## config.mk

```make
export PLATFORM = sky130hd
export DESIGN_NAME = uart_frame_decoder
export DESIGN_NICKNAME = d
export VERILOG_FILES = /design/src/rtl/uart_frame_decoder.sv
export SDC_FILE = /design/constraint.sdc
export NUM_CORES = 1
export LEC_CHECK = 0
export ABC_AREA = 1
export CELL_PAD_IN_SITES_DETAIL_PLACEMENT = 0
export CELL_PAD_IN_SITES_GLOBAL_PLACEMENT = 1
export CORE_ASPECT_RATIO = 0.9
export CORE_MARGIN = 4
export CORE_UTILIZATION = 35
export CTS_CLUSTER_SIZE = 12
export DETAILED_ROUTE_END_ITERATION = 6
export PLACE_DENSITY_LB_ADDON = 0.1
export SYNTH_ARGS = -nofsm -noshare
export SYNTH_HDL_FRONTEND = slang
export SYNTH_SLANG_ARGS = --single-unit
```

## constraint.sdc

```tcl
create_clock -name clk -period 2 [get_ports clk]
set_input_delay 0.4 -clock clk [delete_from_list [all_inputs] [get_ports clk]]
set_output_delay 0.4 -clock clk [all_outputs]
set_load 0.1 [all_outputs]
```

## src/rtl/uart_frame_decoder.sv

```systemverilog
// Byte-stream servo command decoder: 3-byte big-endian pulse width + terminator, clamped, ACK/NAK reply.
// Define FRAME_TIMEOUT_EN to compile in the inter-byte timeout that abandons stalled frames.
module uart_frame_decoder #(
  parameter logic [7:0]  TERMINATOR     = 8'h0A,
  parameter int unsigned PW_MIN         = 27000,
  parameter int unsigned PW_MAX         = 54000,
  parameter int unsigned PW_DEFAULT     = 40500,
  parameter int unsigned TIMEOUT_CYCLES = 2_700_000,
  parameter logic [7:0]  ACK_BYTE       = 8'h06,
  parameter logic [7:0]  NAK_BYTE       = 8'h15
) (
  input  logic        clk,
  input  logic        reset_uart,
  input  logic        uart_rx_valid,
  input  logic [7:0]  uart_rx_data,
  output logic [23:0] pwm_width,
  output logic        pwm_update,
  output logic        frame_error,
  output logic [7:0]  frame_cnt,
  output logic        ack_valid,
  output logic [7:0]  ack_data,
  input  logic        ack_busy
);
  typedef enum logic [2:0] {RX_B0, RX_B1, RX_B2, RX_TERM, DISCARD} state_e;

  localparam logic [23:0] PW_MIN_W     = 24'(PW_MIN);
  localparam logic [23:0] PW_MAX_W     = 24'(PW_MAX);
  localparam logic [23:0] PW_DEFAULT_W = 24'(PW_DEFAULT);

  state_e      state_q;
  logic [23:0] shift_q;
  logic [23:0] pw_q;
  logic        pw_upd_q;
  logic        err_q;
  logic [7:0]  cnt_q;
  logic        ack_valid_q;
  logic [7:0]  ack_data_q;

  logic        is_term;
  logic        is_data;
  logic        timeout;
  logic [23:0] pw_clamp_d;

  assign is_term = uart_rx_valid && (uart_rx_data == TERMINATOR);
  assign is_data = uart_rx_valid && (uart_rx_data != TERMINATOR);

  always_comb begin
    pw_clamp_d = shift_q;
    if (shift_q < PW_MIN_W)      pw_clamp_d = PW_MIN_W;
    else if (shift_q > PW_MAX_W) pw_clamp_d = PW_MAX_W;
  end

`ifdef FRAME_TIMEOUT_EN
  localparam int TW = $clog2(TIMEOUT_CYCLES + 1);
  logic [TW-1:0] tmo_q;
  logic          tmo_run;

  // Only a partially received (or discarded) frame can stall; RX_B0 is idle by definition.
  assign tmo_run = (state_q != RX_B0);
  assign timeout = tmo_run && !uart_rx_valid && (tmo_q == TW'(TIMEOUT_CYCLES - 1));

  always_ff @(posedge clk or posedge reset_uart) begin
    if (reset_uart)                               tmo_q <= '0;
    else if (uart_rx_valid || !tmo_run || timeout) tmo_q <= '0;
    else                                          tmo_q <= tmo_q + 1'b1;
  end
`else
  logic unused_timeout;
  assign unused_timeout = ^TIMEOUT_CYCLES;
  assign timeout        = 1'b0;
`endif

  always_ff @(posedge clk or posedge reset_uart) begin
    if (reset_uart) begin
      state_q     <= RX_B0;
      shift_q     <= '0;
      pw_q        <= PW_DEFAULT_W;
      pw_upd_q    <= 1'b0;
      err_q       <= 1'b0;
      cnt_q       <= '0;
      ack_valid_q <= 1'b0;
      ack_data_q  <= '0;
    end else begin
      pw_upd_q <= 1'b0;
      err_q    <= 1'b0;
      // A reply queued below in the same cycle overrides this consume.
      if (ack_valid_q && !ack_busy) ack_valid_q <= 1'b0;

      if (timeout) begin
        err_q       <= 1'b1;
        ack_valid_q <= 1'b1;
        ack_data_q  <= NAK_BYTE;
        shift_q     <= '0;
        state_q     <= RX_B0;
      end else begin
        case (state_q)
          RX_B0, RX_B1, RX_B2: begin
            if (is_term) begin
              err_q       <= 1'b1;
              ack_valid_q <= 1'b1;
              ack_data_q  <= NAK_BYTE;
              shift_q     <= '0;
              state_q     <= RX_B0;
            end else if (is_data) begin
              if (state_q == RX_B0) begin
                shift_q[23:16] <= uart_rx_data;
                state_q        <= RX_B1;
              end else if (state_q == RX_B1) begin
                shift_q[15:8] <= uart_rx_data;
                state_q       <= RX_B2;
              end else begin
                shift_q[7:0] <= uart_rx_data;
                state_q      <= RX_TERM;
              end
            end
          end
          RX_TERM: begin
            if (is_term) begin
              pw_q        <= pw_clamp_d;
              pw_upd_q    <= 1'b1;
              cnt_q       <= cnt_q + 8'd1;
              ack_valid_q <= 1'b1;
              ack_data_q  <= ACK_BYTE;
              state_q     <= RX_B0;
            end else if (is_data) begin
              err_q       <= 1'b1;
              ack_valid_q <= 1'b1;
              ack_data_q  <= NAK_BYTE;
              shift_q     <= '0;
              state_q     <= DISCARD;
            end
          end
          DISCARD: begin
            if (is_term) state_q <= RX_B0;
          end
          default: state_q <= RX_B0;
        endcase
      end
    end
  end

  assign pwm_width   = pw_q;
  assign pwm_update  = pw_upd_q;
  assign frame_error = err_q;
  assign frame_cnt   = cnt_q;
  assign ack_valid   = ack_valid_q;
  assign ack_data    = ack_data_q;
endmodule

```

==> metrics.txt <==
startpoint types input pin; maxcap violations 0; area leader, netlist dfrtp_1; cts bufs inserted 9; sequential fraction of the synthesis area 52.3%; Final Cycle Share ~84%; Root Driver clkbuf_8; HP Class in2async; initial detailed-routing violation count between 50 and 60; Peak Freq 592 MHz; Netlist cell types 34; most frequent cells in the layout 127 x nand2_1, 57 x dfrtp_1, 48 x inv_1; Worst Path Arrival about 1.9 ns; routability cong. about 0.83; Slowest-stage cell, CP clkdlybuf4s50_1; peak supply drop 0.576 mV; Post-synth top flop dfrtp_1; fillcell total 891; Die H around 98 µm; First-pass DRT Iterations 4; Max Transition Viols Final 0; I/O pin total 55; slew margin rel. 65.4%; # setup viols final 0; Seq cells post-synth 65; ys async rst share 100%; Post-synth EDFFs 0; Req. time, crit path 2.20 ns; Initial Util 36.2%; Post-CTS Resized 0; Congestion Overflow GR 0; Worst Setup End Kind register; via count 2,466; final setup margin 0.311 ns; commonest non-fill, non-tap cell in the layout nand2_1; PortBufs 50; CORE AREA 0.00865 mm²; gr usage total 14.6%; Worst Path Buf+Inv 1; Final nets 458; leakage power 2.20 nW; Hold Slack between 0.4 and 0.5 ns; Post CTS Setup Buffer Count 0; wire per inst 12.3 µm; Syn Inst Count 381; HPWL after detailed placement 5230 µm; clock buffer depth 2; post-place setup slack -0.0625 ns; top-area cell type share of the netlist area a little under half; Routed Antenna Nets 0; row count 32; Reg clk slew, reported paths 0.07 ns; status finished clean; syn avg cell area 8.21 µm²; CP delay by family, top compound AO/OA/AOI/OAI gates; kind of critical path in2reg; Fin. Hold Viols 0; Worst Max-Slew Pin Slew 0.519 ns; max incr delay on CP 0.49 ns; fraction of layout cells with a size suffix above 1 22.9%; Hold-fix buffers, CTS 0; vias in the first global route 2,385; Die Span X around 110 µm; Mapped Area 0.00313 mm²; # H-tree levels 3; yosys warns 0; Period minus WS final 1.69 ns; area growth from synthesis to layout 29.1%; RSZ-0062 raised after global routing no; # diodes 0; largest net degree at the start of global routing 27; crit path cell chain clkdlybuf4s50_1, nand2_2, nor2_4, nand3_4, a21oi_1, o21ai_0; first-pass GRT wire length 12,100 µm; Sink Count 65; initial antenna violation count 0; cell area power density 1080 mW/mm²; TritonCTS clock tree done; Max FO, Critical Path 9; drt drc 0; Die ar. 0.0105 mm²; routed wire length 7020 µm; largest cells by area after synthesis dfrtp_1 46%, nand2_1 15%, dfstp_2 6.7%; worst skew pair latency about 0.33 ns; Post-Route Skew just under 0.009 ns; vias per inst 4.33
-- cell families after synthesis --
kind of cell,after synthesis,share of synthesized area [%]
xor gates and xnor gates,5,1.40
buffers and inverters,66,9.56
adders and majority gates,1,0.400
and+or+nand+nor,213,30.9
DFF,65,52.3
other,1,0.120
AOI/OAI and AO/OA,30,5.28
-- where the power goes --
group	switching [mW]	internal, mW
registers	0.239	1.60
clock network	0.469	0.607
logic	1.00	0.454
-- final timing paths --
path,start,end,slack [ns],depth (start not counted)
hold / removal,reset_uart,frame_cnt[2]$_DFFE_PP0P_,0.42,2
setup reg to reg,shift_q[22]$_DFFE_PP0P_,pwm_width[7]$_DFFE_PP0P_,0.39,9
setup / recovery,uart_rx_data[3],shift_q[7]$_DFFE_PP0P_,0.31,6
hold reg to reg,pwm_width[18]$_DFFE_PP0P_,pwm_width[18]$_DFFE_PP0P_,0.47,2
max in group asynchronous,reset_uart,pwm_width[15]$_DFFE_PP1P_,1.03,3
min in group clk,pwm_width[18]$_DFFE_PP0P_,pwm_width[18]$_DFFE_PP0P_,0.47,2
-- cell type report --
class / count / area [µm²] / share of cell area, %
Timing Repair Buffer: 61 / 648 / 16.0
Multi-Input combinational cell: 253 / 1200 / 29.8
Clock buffer: 13 / 149 / 3.69
Sequential cell: 65 / 1640 / 40.5
Inverter: 55 / 213 / 5.27
Clock inverter: 3 / 40.0 / 0.991
Tap cell: 119 / 149 / 3.69
-- through the flow --
step | util, % | power [mW] | TNS [ns] | std cells | area [µm²]
final | 46.7 | 4.37 | 0 | 569 | 4040
after global routing | 46.7 | 4.72 | 0 | 569 | 4040
after CTS | 46.7 | 4.44 | 0 | 569 | 4040
after detailed placement | 44.5 | 3.32 | -0.135 | 553 | 3850
after global placement | 44.5 | 3.33 | 0 | 553 | 3850
after floorplan | - | 2.90 | 0 | 384 | 3140
-- state kept, by name, summed over array words and instances, names as in the netlist --
| signal | flops |
|---|---|
| frame_error | 1 |
| pwm_width | 24 |
| frame_cnt | 8 |
| ack_valid | 1 |
| ack_data | 3 |
| shift_q | 24 |
| pwm_update | 1 |
| state_q | 3 |
-- cell usage after synthesis, types with 2 or more instances --
master	n
nor2_4	4
o21ai_0	18
nor3_1	2
inv_2	5
dfstp_2	8
nor2_2	2
buf_6	2
nand3_1	21
a21oi_1	9
dfrtp_1	57
nand2_4	3
nand4_1	3
buf_4	6
nand2_1	127
nand2_2	3
or2_2	8
xor2_1	4
nor2_1	35
inv_1	49
-- per-layer routing --
| layer | routed length (µm) | vias up | global-route usage, % |
|---|---|---|---|
| met1 | 3520 | 1121 | 20.9 |
| li1 | - | 1282 | - |
| met2 | 3120 | 57 | 21.8 |
| met5 | 0 | - | 0 |
| met3 | 320 | 6 | 4.39 |
| met4 | 58 | 0 | 2.91 |
-- worst reg2reg max path: stages, from the launching register on --
cell and delay (ns):
dfrtp_1 0.38, nor2_1 0.12, nand2_1 0.08, nor2_1 0.25
nand3b_1 0.11, nand2_1 0.16, buf_4 0.21, nand2_1 0.08
nand2_1 0.06, nand2_1 0.04
(Power assumes the default switching activity.)
